<file path="src/rtl/product_accumulator.sv">
// product_accumulator
// Accumulates a programmed-length burst of 8-bit unsigned products into a
// wide accumulator. It then presents the total and a sticky carry-out flag
// on a held output handshake.
//
// Parameters
//   ACC_W  accumulator / result width (>= 8)
//   LEN_W  burst-length field width
// Ports
//   clk, rst_n        clock, asynchronous active-low reset
//   start, len        burst request (honoured in IDLE only) and its length
//   in_valid/in_ready input handshake; in_p is the product
//   out_valid/out_ready output handshake; out_sum/out_ovf are the result
//   busy              high while a burst is in ACC or HOLD
module product_accumulator #(
  parameter int ACC_W = 16,
  parameter int LEN_W = 8
) (
  input  logic             clk,
  input  logic             rst_n,
  input  logic             start,
  input  logic [LEN_W-1:0] len,
  input  logic             in_valid,
  output logic             in_ready,
  input  logic [7:0]       in_p,
  output logic             out_valid,
  input  logic             out_ready,
  output logic [ACC_W-1:0] out_sum,
  output logic             out_ovf,
  output logic             busy
);

  typedef enum logic [1:0] {
    IDLE = 2'd0,
    ACC  = 2'd1,
    HOLD = 2'd2
  } state_e;

  state_e           state_q;
  logic [ACC_W-1:0] acc_q;
  logic             ovf_q;
  logic [LEN_W-1:0] rem_q;
  logic [ACC_W-1:0] out_sum_q;
  logic             out_ovf_q;
  logic             in_ready_q;
  logic             out_valid_q;
  logic             busy_q;

  // One extra bit captures the carry out of the accumulator's top bit.
  logic [ACC_W:0]   sum_d;
  logic             ovf_d;
  logic             beat;

  // NOTE: every always_comb output gets a default first so no latch is inferred.
  always_comb begin
    sum_d = '0;
    sum_d = {1'b0, acc_q} + {1'b0, ACC_W'(in_p)};
    ovf_d = ovf_q | sum_d[ACC_W];
    beat  = in_valid & in_ready_q;
  end

  // Handshake flags are registered alongside the state, so in_ready and
  // out_valid never depend combinationally on in_valid or out_ready.
  // NOTE: sequential state uses non-blocking assignments only, avoiding
  // simulation races between flops that read each other.
  always_ff @(posedge clk or negedge rst_n) begin
    if (!rst_n) begin
      state_q     <= IDLE;
      acc_q       <= '0;
      ovf_q       <= 1'b0;
      rem_q       <= '0;
      out_sum_q   <= '0;
      out_ovf_q   <= 1'b0;
      in_ready_q  <= 1'b0;
      out_valid_q <= 1'b0;
      busy_q      <= 1'b0;
    end else begin
      unique case (state_q)
        IDLE: begin
          if (start) begin
            acc_q  <= '0;
            ovf_q  <= 1'b0;
            rem_q  <= len;
            busy_q <= 1'b1;
            if (len != '0) begin
              state_q    <= ACC;
              in_ready_q <= 1'b1;
            end else begin
              // Empty burst: present a zero result straight away.
              state_q     <= HOLD;
              out_sum_q   <= '0;
              out_ovf_q   <= 1'b0;
              out_valid_q <= 1'b1;
            end
          end
        end

        ACC: begin
          if (beat) begin
            acc_q <= sum_d[ACC_W-1:0];
            ovf_q <= ovf_d;
            rem_q <= rem_q - 1'b1;
            if (rem_q == LEN_W'(1)) begin
              // Last beat: publish the sum including this product.
              state_q     <= HOLD;
              out_sum_q   <= sum_d[ACC_W-1:0];
              out_ovf_q   <= ovf_d;
              in_ready_q  <= 1'b0;
              out_valid_q <= 1'b1;
            end
          end
        end

        HOLD: begin
          if (out_ready) begin
            state_q     <= IDLE;
            out_valid_q <= 1'b0;
            busy_q      <= 1'b0;
          end
        end

        default: begin
          state_q     <= IDLE;
          in_ready_q  <= 1'b0;
          out_valid_q <= 1'b0;
          busy_q      <= 1'b0;
        end
      endcase
    end
  end

  assign in_ready  = in_ready_q;
  assign out_valid = out_valid_q;
  assign out_sum   = out_sum_q;
  assign out_ovf   = out_ovf_q;
  assign busy      = busy_q;

endmodule

</file>
<file path="config.mk">
export PLATFORM = sky130hd
export DESIGN_NAME = product_accumulator
export DESIGN_NICKNAME = d
export VERILOG_FILES = /design/src/rtl/product_accumulator.sv
export SDC_FILE = /design/constraint.sdc
export NUM_CORES = 1
export LEC_CHECK = 0
export BUFFER_PORTS_ARGS = -buffer_cell sky130_fd_sc_hd__buf_2
export CORE_AREA = 2 2 91 93
export DETAILED_ROUTE_END_ITERATION = 10
export DIE_AREA = 0 0 93 95
export SLEW_MARGIN = 20
export SYNTH_ARGS = -nofsm -noshare
export SYNTH_HDL_FRONTEND = slang
export SYNTH_SLANG_ARGS = --single-unit
</file>
<file path="constraint.sdc">
create_clock -name clk -period 3.3 [get_ports clk]
set_clock_uncertainty 0.2 [all_clocks]
set_input_delay 0.66 -clock clk [delete_from_list [all_inputs] [get_ports clk]]
set_output_delay 0.66 -clock clk [all_outputs]
set_load 0.05 [all_outputs]
</file>
==> summary.md, run 1 <==
| Metric | Value |
|---|---|
| Status | `finished, final reports clean` |
| Worst min-delay path class | `in2async` |
| Initial antenna violation count | `0` |
| H-tree Lvls | `2` |
| Finish-stage setup viols | `0` |
| Endpoints failing hold | `0` |
| Die Span Y | `approximately 95 um` |
| Max-cap violations | `0` |
| Adder-Cell Fraction of Synth Area | `5.47%` |
| Crit start category | `primary input` |
| Clock root cell | `clkbuf_8` |
| WP data arrival | `about 2700 ps` |
| Vias per Instance | `around 5.3` |
| Postcts setup bufs | `0` |
| Post-DR wirelength/cell | `about 15 um` |
| Max frequency | `375 MHz` |
| PortBufs | `40` |
| DR DRC count | `0` |
| Multiplexer share of the synthesized area | `0%` |
| First-pass GRT wire length | `10.9 mm` |
| Initial DRC count | `approximately 170` |
| Clock latency on the worst-skew pair | `300 ps` |
| Die W | `93 um` |
| I/O pin count | `41` |
| Final slew viol count | `0` |
| Worst Setup Path Type | `in2reg` |
| Vias | `around 2,300` |
| PD cells | `around 940 nW/um^2` |
| Number of synthesis warnings | `0` |
| XOR/XNOR Fraction of Synth Area | `roughly 2.6%` |
| Hold_buf cts | `0` |
| Num CTS Buffers | `5` |
| Clk buf depth | `2` |
| Synth cell types | `roughly 40` |
| Top Usage Layer GRT | `met2` |
| Final Core Density | `slightly below 40%` |
| Yosys reg bits | `47` |
| Gates resized, CTS repair | `0` |
| Met3 Use GR | `roughly 2.6%` |
| Sequential area share after synthesis | `about 44%` |
| Peak VDD IR | `between 0.0004 and 0.0005 V` |
| Net count, final | `roughly 370` |
| Post-Syn Area per Cell | `a little under 9 um^2` |
| Post-synthesis simple-gate area fraction | `between 10% and 20%` |
| Met1 Use GR | `between 10% and 20%` |
| Max-slew headroom | `between 30% and 40%` |
| Detail Route Antenna Nets | `0` |
| RD Place Congestion | `~0.83` |
| WHS | `around 160 ps` |
| Clock sink count | `47` |
| Core ar. | `7930 um^2` |
| Layout Area Growth over Synthesis | `16.0%` |
| Total grt overflow | `0` |
| # diodes | `0` |
| Layout cells sized above 1 | `between 10% and 20%` |
| Crit-path max FO | `12` |
| Worst R2R Setup Slack | `about 700 ps` |
| Setup TNS Final | `0 ps` |
| Initial DRT Pass Iterations | `4` |
| Crit end category | `flop` |
| Total design power | `2.89 mW` |
| Clock slew at reported path FFs | `approximately 90 ps` |
| Vias in the first global route | `between 2,000 and 2,500` |
| RSZ-0062 raised after global routing | `no` |
| Crit share post-route | `about four fifths` |
| Initial Util | `33.5%` |
| Mapped Area | `approximately 2700 um^2` |
| R2r startpoint | `rem_q[5]` |
| Die area | `~8800 um^2` |
| GR Util All Layers | `roughly 15%` |
| Largest family of logic cells by synthesized area | `compound AO/OA/AOI/OAI gates` |
| Fin crit period | `around 2700 ps` |
| Core Rows | `33` |
| Actual slew at the worst max-slew pin | `roughly 1000 ps` |
| Met2 Usage GRT | `between 20 and 30%` |
| Post-synthesis compound-gate area fraction | `a little under a quarter` |
| Post-placement cell area | `a little under 3000 um^2` |
| WL final | `approximately 6.4 mm` |
| CTS tree | `done` |
| Fillers | `839` |
| HPWL Detailed | `between 4 and 5 mm` |
| Syn Inst Count | `302` |
| Lkg Pwr | `around 1.5 nW` |
| Finished Cell Area | `3080 um^2` |
| Syn_nets | `~330` |
| Pin count of the biggest net entering global routing | `48` |
| Crit. Startpoint | `in_p[0]` |
| Required time of the critical path | `3340 ps` |
-- power by group --
group,switching [mW],internal (mW)
registers,0.189,0.783
clock network,0.200,0.245
logic,0.986,0.487
-- final cells by class --
type	count	area, um^2	area share (%)
inverter	12	45.0	1.46
tap	105	131	4.27
clock inverter	2	35.0	1.14
timing repair buffer	46	248	8.05
sequential	47	1180	38.2
multi-input combinational	225	1360	44.2
clock buffer	6	82.6	2.68
-- per-stage QoR --
stage / worst slack, ps / cells
4_1_cts: 639 / 443
3_3_place_gp: 359 / 435
5_1_grt: 456 / 443
2_1_floorplan: 527 / 302
6_report: 631 / 443
3_5_place_dp: 322 / 435
-- critical path, stage by stage --
cell and delay (ps):
buf_2 80, ha_1 150, inv_1 50, fa_1 380, nor2b_1 200, o2111ai_1 230
and3_1 370, or4_1 500, nand3_1 90
-- logic make-up after synthesis --
kind of cell | after synthesis
AOI/OAI and AO/OA | 99
adders and majority gates | 11
buffers and inverters | 30
DFF | 47
and+or+nand+nor | 107
xor gates and xnor gates | 8
-- synth_stat cells --
library cell | n | share of area, %
nand3_1 | 12 | 2.3
a41oi_1 | 2 | 0.66
a31oi_1 | 8 | 1.9
o21a_1 | 2 | 0.57
nand2_1 | 44 | 6.2
xor2_1 | 6 | 2.0
and2_1 | 1 | 0.24
nand2b_1 | 6 | 1.4
o21ai_0 | 30 | 5.7
or2_2 | 1 | 0.24
o21ai_1 | 2 | 0.38
o22ai_1 | 5 | 1.2
nand3b_1 | 2 | 0.57
a22o_1 | 3 | 0.99
fa_1 | 1 | 0.75
and4_1 | 1 | 0.33
nor2b_1 | 2 | 0.47
a21oi_1 | 16 | 3.0
nor2_1 | 14 | 2.0
or4_4 | 1 | 0.42
dfrtp_1 | 47 | 44
o22a_1 | 1 | 0.33
o31a_1 | 3 | 0.99
nor4_1 | 3 | 0.71
buf_2 | 4 | 0.75
inv_1 | 12 | 1.7
nand4_1 | 3 | 0.71
o31ai_1 | 8 | 2.3
a211oi_1 | 3 | 0.85
clkbuf_1 | 14 | 2.0
a21o_1 | 2 | 0.57
and3_1 | 6 | 1.4
nand4b_1 | 1 | 0.33
a2bb2oi_1 | 2 | 0.66
or4_1 | 6 | 1.7
a22oi_1 | 3 | 0.85
ha_1 | 10 | 4.7
o211ai_1 | 8 | 2.3
xnor2_1 | 2 | 0.66
o2111ai_1 | 1 | 0.33
nor3_1 | 4 | 0.75
-- flip-flops by register name, summed over array words and instances (netlist names) --
| register | cells |
|---|---|
| acc_q | 16 |
| rem_q | 8 |
| out_sum | 16 |
| out_valid | 1 |
| in_ready | 1 |
| out_ovf | 1 |
| state_q | 2 |
| ovf_q | 1 |
| busy | 1 |
-- worst paths after layout --
check | to | depth (start not counted)
max | out_sum[14] | 9
min | out_sum[0] | 1
max reg2reg | out_sum[6] | 4
max in group asynchronous | rem_q[6] | 1
min in group clk | out_sum[12] | 2
min reg2reg | out_sum[12] | 2
-- placed cells by master, fill, tap and decap left out, types with 2 or more instances in the layout --
master and n:
a41oi_1 2, a2bb2oi_1 2, dfrtp_1 47, nor3_1 4
o22ai_1 5, or4_1 6, o31ai_1 8, o21ai_0 30
buf_4 7, o21a_1 2, a22o_1 3, o21ai_1 2
inv_1 12, nand2b_1 6, ha_1 10, xnor2_1 2
clkbuf_8 6, buf_2 39, and3_1 6, a31oi_1 8
nand3b_1 2, a211oi_1 3, nor4_1 3, nand3_1 12
nand4_1 3, a22oi_1 3, a21oi_1 16, xor2_1 6
o31a_1 3, nor2b_1 2, nor2_1 14, nand2_1 44
o211ai_1 8, a21o_1 2
-- metal layers --
metal  wire (um)  vias to the layer above
li1            -                     1167
met1        3060                     1118
met2        3130                       36
met3         184                        5
met4          70                        0
met5           0                        -
(Power assumes the default switching activity.)
==> inputs of run 2 (changes only) <==
Settings changed: ABC_AREA set to 1, CORE_AREA 2 2 91 93 to 2 2 94 96, DIE_AREA 0 0 93 95 to 0 0 96 98.
Clock period 3.3 ns to 2.35 ns, I/O delays scaled along.
==> summary.md, run 2 <==
| Metric | Value |
|---|---|
| Status | `finished, final reports clean` |
| PortBufs | `40 (unchanged)` |
| Worst min-delay path class | `in2reg` |
| Postcts setup bufs | `0 (unchanged)` |
| Mapped Area | `2840 um^2 (+6.9%)` |
| HPWL Detailed | `5.03 mm (+11%)` |
| Yosys reg bits | `47 (unchanged)` |
| Die area | `9410 um^2 (+6.5%)` |
| Crit share post-route | `88.8%` |
| Total design power | `3.48 mW (+20%)` |
| Initial DRT Pass Iterations | `4 (unchanged)` |
| Post-DR wirelength/cell | `12.5 um (-14%)` |
| Layout Area Growth over Synthesis | `14.4%` |
| Core ar. | `8470 um^2 (+6.8%)` |
| Commonest cells after routing, fill and taps aside | `nand2_1, dfrtp_1, inv_1` |
| Worst R2R Setup Slack | `260 ps (-440 ps)` |
| Count leader, synth | `nand2_1` |
| Initial DRC count | `66 (-60%)` |
| Number of synthesis warnings | `0 (unchanged)` |
| # diodes | `0 (unchanged)` |
| FF-to-FF End | `out_ovf` |
| Detail Route Antenna Nets | `0 (unchanged)` |
| Max-cap violations | `0 (unchanged)` |
| Final Core Density | `38.3% (-0.50 points)` |
| H-tree Lvls | `2 (unchanged)` |
| Leading area contributor after synthesis | `dfrtp_1` |
| WP data arrival | `2130 ps (-580 ps)` |
| Dominant cells by area after synthesis | `dfrtp_1, nand2_1, inv_1` |
| R2r startpoint | `acc_q[0]` |
| WHS | `247 ps (+86.9 ps)` |
| Pin count of the biggest net entering global routing | `28 (-42%)` |
| RD Place Congestion | `0.916 (+9.9%)` |
| Fillers | `925 (+10%)` |
| PD cells | `1070 nW/um^2 (+14%)` |
| Commonest non-fill, non-tap cell in the layout | `nand2_1` |
| Core Rows | `34 (+3.0%)` |
| Actual slew at the worst max-slew pin | `612 ps (-401 ps)` |
| Max-slew headroom | `59.2% (+27 points)` |
| Clk buf depth | `2 (unchanged)` |
| Hold Path End | `state_q[1]` |
| Die Span Y | `98 um (+3.2%)` |
| CTS tree | `done` |
| I/O pin count | `41 (unchanged)` |
| Syn Inst Count | `397 (+31%)` |
| Final slew viol count | `0 (unchanged)` |
| DR DRC count | `0 (unchanged)` |
| Vias | `2,643 (+14%)` |
| Lkg Pwr | `1.77 nW (+22%)` |
| R2r worst-path depth | `12 (+8)` |
| Die W | `96 um (+3.2%)` |
| Clock latency on the worst-skew pair | `300 ps (about the same)` |
| Syn_nets | `429 (+28%)` |
| Most used DFF post-synth | `dfrtp_1` |
| Finished Cell Area | `3250 um^2 (+5.4%)` |
| Clock root cell | `clkbuf_8` |
| Multi-input gate area | `1410 um^2 (+3.3%)` |
| Initial antenna violation count | `0 (unchanged)` |
| Worst hold start | `out_ready` |
| Worst Setup Path Type | `reg2reg` |
| Crit start category | `flop` |
| GR Util All Layers | `15.9% (+0.42 points)` |
| Crit. Startpoint | `acc_q[0]` |
| Layout cells sized above 1 | `15.0% (-1.5 points)` |
| Endpoints failing hold | `0 (unchanged)` |
| Required time of the critical path | `2390 ps (-950 ps)` |
| Area fraction of the dominant cell type after synthesis | `41.4% (-2.9 points)` |
| Total grt overflow | `0 (unchanged)` |
| WL final | `6.86 mm (+6.5%)` |
| Post-Syn Area per Cell | `7.15 um^2 (-19%)` |
| Vias per Instance | `4.83 (-8.0%)` |
| Net count, final | `471 (+28%)` |
| Post-placement cell area | `3150 um^2 (+6.4%)` |
| Post-synth ARST share | `100% (unchanged)` |
| Setup TNS Final | `0 ps (unchanged)` |
| Crit-path max FO | `4 (-8)` |
| Post-synth EDFFs | `0 (unchanged)` |
| Peak VDD IR | `0.000716 V (+51%)` |
| Num CTS Buffers | `5 (unchanged)` |
| Storage cell area | `1180 um^2 (unchanged)` |
| Finish-stage setup viols | `0 (unchanged)` |
| Crit end category | `flop` |
| Hold Path Cell Cnt | `4` |
| Sequential area share after synthesis | `41.4% (-2.9 points)` |
| RSZ-0062 raised after global routing | `no` |
| Fin crit period | `between 2000 and 2500 ps` |
| Vias in the first global route | `2,616 (+16%)` |
| Clock slew at reported path FFs | `90 ps (about the same)` |
| Synth cell types | `30 (-27%)` |
| Commonest cells in the netlist | `nand2_1, dfrtp_1, inv_1, nor2_1, nand3_1` |
| First-pass GRT wire length | `12.0 mm (+10%)` |
| Initial Util | `33.5% (about the same)` |
| Clock sink count | `47 (unchanged)` |
| Max frequency | `about 480 MHz` |
-- run 2: area by class of cell --
type,instances,area share [%]
tap,108,4.16
clock inverter,1,0.154
timing repair buffer,46,8.02
clock buffer,6,2.54
inverter,48,5.55
multi-input combinational,291,43.3
sequential,47,36.2
-- run 2: critical path: stages (launching register included) --
cell,delay [ps]
dfrtp_1,360
ha_1,160
inv_1,50
fa_1,350
inv_1,110
nand3_1,70
nand3_1,140
nand2_1,80
nand2_1,110
inv_1,70
o21bai_1,170
nand3_1,90
nand2_1,60
-- run 2: logic make-up after synthesis --
kind of cell | share of synthesized area (%)
AND/OR/NAND/NOR | 33.5
buffers and inverters | 8.99
AO/OA/AOI/OAI | 10.4
flip-flops | 41.4
adder cells (fa/ha/maj) | 5.11
XOR/XNOR | 0.617
-- run 2: worst max path at each step --
| stage | endpoint | slack [ps] | cells past startpoint |
|---|---|---|---|
| finish | out_ovf | 260 | 12 |
| global route | ovf_q | 70 | 12 |
| CTS | ovf_q | 270 | 12 |
| detailed placement | out_ovf | 80 | 13 |
| global placement | ovf_q | 130 | 13 |
| floorplan | out_ovf | 350 | 12 |
-- run 2: through the flow --
stage	setup WS, ps	std cells
3_5_place_dp	82.0	539
3_3_place_gp	127	539
2_1_floorplan	348	397
6_report	263	547
4_1_cts	272	547
5_1_grt	74.1	547
-- run 2: timing repair --
| item | in CTS | in global routing |
|---|---|---|
| gates resized for setup | 0 | 0 |
| hold endpoints to repair | 14 | 0 |
| hold buffers | 1 | 0 |
-- run 2: where the power goes --
group	total, mW	switching, mW	internal [mW]
clock network	0.509	0.277	0.232
registers	1.17	0.142	1.02
logic	1.80	1.30	0.506
total	3.48	1.72	1.76
-- run 2: layer usage --
metal	vias to the layer above	track usage, %	wire length (um)
met5	-	0	0
met4	0	4.07	125
met3	10	3.86	388
met2	75	25.2	3030
met1	1197	21.6	3320
li1	1361	-	-
==> inputs of run 3 (changes only) <==
Settings changed: CORE_AREA 2 2 94 96 to 2 2 88 90, DIE_AREA 0 0 96 98 to 0 0 90 92.
==> summary.md, run 3 (synthesis gave the netlist of run 2 again) <==
| Metric | Value |
|---|---|
| Status | `finished, final reports clean` |
| Crit. Startpoint | `acc_q[0]` |
| RSZ-0062 raised after global routing | `no` |
| GR Util All Layers | `17.8% (+1.9 points)` |
| Worst Setup Path Type | `reg2reg` |
| Gate power share | `48.8% (-3.0 points)` |
| Finished Cell Area | `3280 um^2 (+1.0%)` |
| Die area | `8280 um^2 (-12%)` |
| Switching pwr | `1.73 mW (+0.85%)` |
| Clock slew at reported path FFs | `100 ps (about the same)` |
| Clock latency on the worst-skew pair | `310 ps (about the same)` |
| Actual slew at the worst max-slew pin | `478 ps (-134 ps)` |
| Pin count of the biggest net entering global routing | `28 (unchanged)` |
| Total design power | `3.69 mW (+6.0%)` |
| Initial DRT Pass Iterations | `4 (unchanged)` |
| Placed insts | `534 (-0.93%)` |
| PD cells | `1120 nW/um^2 (+4.9%)` |
| Reg power frac | `31.9% (-1.6 points)` |
| I/O pin count | `41 (unchanged)` |
| Peak VDD IR | `0.000753 V (+5.1%)` |
| Crit-path max FO | `4 (unchanged)` |
| Clock sink count | `47 (unchanged)` |
| WP data arrival | `2100 ps (-30 ps)` |
| Bufs and invs on worst path | `3 (unchanged)` |
| Sw frac | `46.9% (-2.4 points)` |
| CTS tree | `done` |
| H-tree Lvls | `2 (unchanged)` |
| DR DRC count | `0 (unchanged)` |
| First-pass GRT wire length | `12.1 mm (+0.93%)` |
| Hold_buf cts | `1 (unchanged)` |
| Crit end category | `flop` |
| Die W | `90 um (-6.3%)` |
| Met1 Use GR | `24.1% (+2.4 points)` |
| RD Place Congestion | `0.868 (-5.2%)` |
| Die Span Y | `92 um (-6.1%)` |
| # diodes | `0 (unchanged)` |
| Worst hold start | `len[1]` |
| Initial DRC count | `143 (+120%)` |
| Max frequency | `485 MHz (+1.1%)` |
| Layout Area Growth over Synthesis | `15.5%` |
| WL final | `6.79 mm (-0.93%)` |
| Finish-stage setup viols | `0 (unchanged)` |
| Commonest cells after routing, fill and taps aside | `nand2_1, dfrtp_1, inv_1` |
| Crit share post-route | `87.8% (-1.0 points)` |
| Initial Util | `38.1% (+4.6 points)` |
| Final slew viol count | `0 (unchanged)` |
| Gates resized, CTS repair | `0 (unchanged)` |
| Clk buf depth | `2 (unchanged)` |
| HPWL Detailed | `5.10 mm (+1.3%)` |
| Max-cap violations | `0 (unchanged)` |
| Layout cells sized above 1 | `15.2% (+0.16 points)` |
| Post-placement cell area | `3140 um^2 (-0.40%)` |
| R2r startpoint | `acc_q[0]` |
| Fin cells | `543 (-0.73%)` |
| Met3 Use GR | `3.04% (-0.82 points)` |
| Endpoints failing hold | `0 (unchanged)` |
| Cell breakdown of the critical path | `ha_1 > inv_1 > fa_1 > inv_1 > nand3_1 > nand3_1 > nand2_1 > nand2_1 > inv_1 > o21bai_1 > nand3_1 > nand2_1` |
| Commonest non-fill, non-tap cell in the layout | `nand2_1` |
| Num CTS Buffers | `5 (unchanged)` |
| Vias in the first global route | `2,585 (-1.2%)` |
| Net count, final | `472 (+0.21%)` |
| Top Usage Layer GRT | `met2` |
| Required time of the critical path | `2390 ps (about the same)` |
| Crit start category | `flop` |
| Met2 Usage GRT | `29.3% (+4.1 points)` |
| Slowest CP cell | `dfrtp_1` |
| Core Rows | `32 (-5.9%)` |
| Fin crit period | `2060 ps (-23.5 ps)` |
| Vias per Instance | `4.87 (+0.70%)` |
| Postcts setup bufs | `0 (unchanged)` |
| Post-DR wirelength/cell | `12.5 um (-0.20%)` |
| PortBufs | `40 (unchanged)` |
| Family with the most delay on the worst path | `simple AND/OR/NAND/NOR gates` |
| WHS | `239 ps (-7.59 ps)` |
| Delay of the slowest cell on the worst path | `360 ps (about the same)` |
| Worst min-delay path class | `in2reg` |
| Clock Power Share | `19.4% (+4.8 points)` |
| Cell Int Power | `1.96 mW (+11%)` |
| Initial antenna violation count | `0 (unchanged)` |
| Core ar. | `7450 um^2 (-12%)` |
| Vias | `2,642 (-0.038%)` |
| Clock root cell | `clkbuf_8` |
| Setup TNS Final | `0 ps (unchanged)` |
| Lkg Pwr | `1.79 nW (+1.0%)` |
| Total grt overflow | `0 (unchanged)` |
| Max-slew headroom | `68.1% (+8.9 points)` |
| Detail Route Antenna Nets | `0 (unchanged)` |
-- run 3: final timing paths --
kind | to | slack (ps) | depth (start not counted)
max in group asynchronous | acc_q[5] | 980 | 3
hold reg to reg | out_sum[4] | 270 | 2
setup / recovery | ovf_q | 290 | 12
setup reg to reg | ovf_q | 290 | 12
hold / removal | rem_q[1] | 240 | 3
min in group asynchronous | acc_q[2] | 410 | 2
-- run 3: area by class of cell --
type                            instances  area (um^2)
Multi-Input combinational cell        291         1410
Fill cell                             795         4170
Sequential cell                        47         1180
Clock buffer                            6         72.6
Inverter                               48          180
Timing Repair Buffer                   47          255
Clock inverter                          2         60.1
Tap cell                              102          128
-- run 3: power by group through the flow --
stage	sequential, mW	clock [mW]	combinational, mW
2_1_floorplan	1.41	0	1.19
3_3_place_gp	1.18	0	1.80
3_5_place_dp	1.18	0	1.82
4_1_cts	1.17	0.726	1.82
5_1_grt	1.20	0.757	2.05
6_report	1.17	0.715	1.80
-- run 3: worst register-to-register path, cell delays in order (launching register included) --
cell and delay, ps:
dfrtp_1 360, ha_1 160, inv_1 50, fa_1 350, inv_1 110, nand3_1 80, nand3_1 140, nand2_1 70
nand2_1 100, inv_1 60, o21bai_1 170, nand3_1 90, nand2_1 60
-- run 3: per-stage QoR --
stage / setup slack [ps] / utilization, %
final: 287 / 44.0
after global routing: 51.0 / 44.0
after CTS: 271 / 44.0
after detailed placement: 98.7 / 42.1
after global placement: 121 / 42.1
after floorplan: 348 / -
-- run 3: metal layers --
metal	up-vias	part of all wire (%)
li1	1362	-
met1	1218	48
met2	52	46
met3	10	4.3
met4	0	1.5
met5	-	0
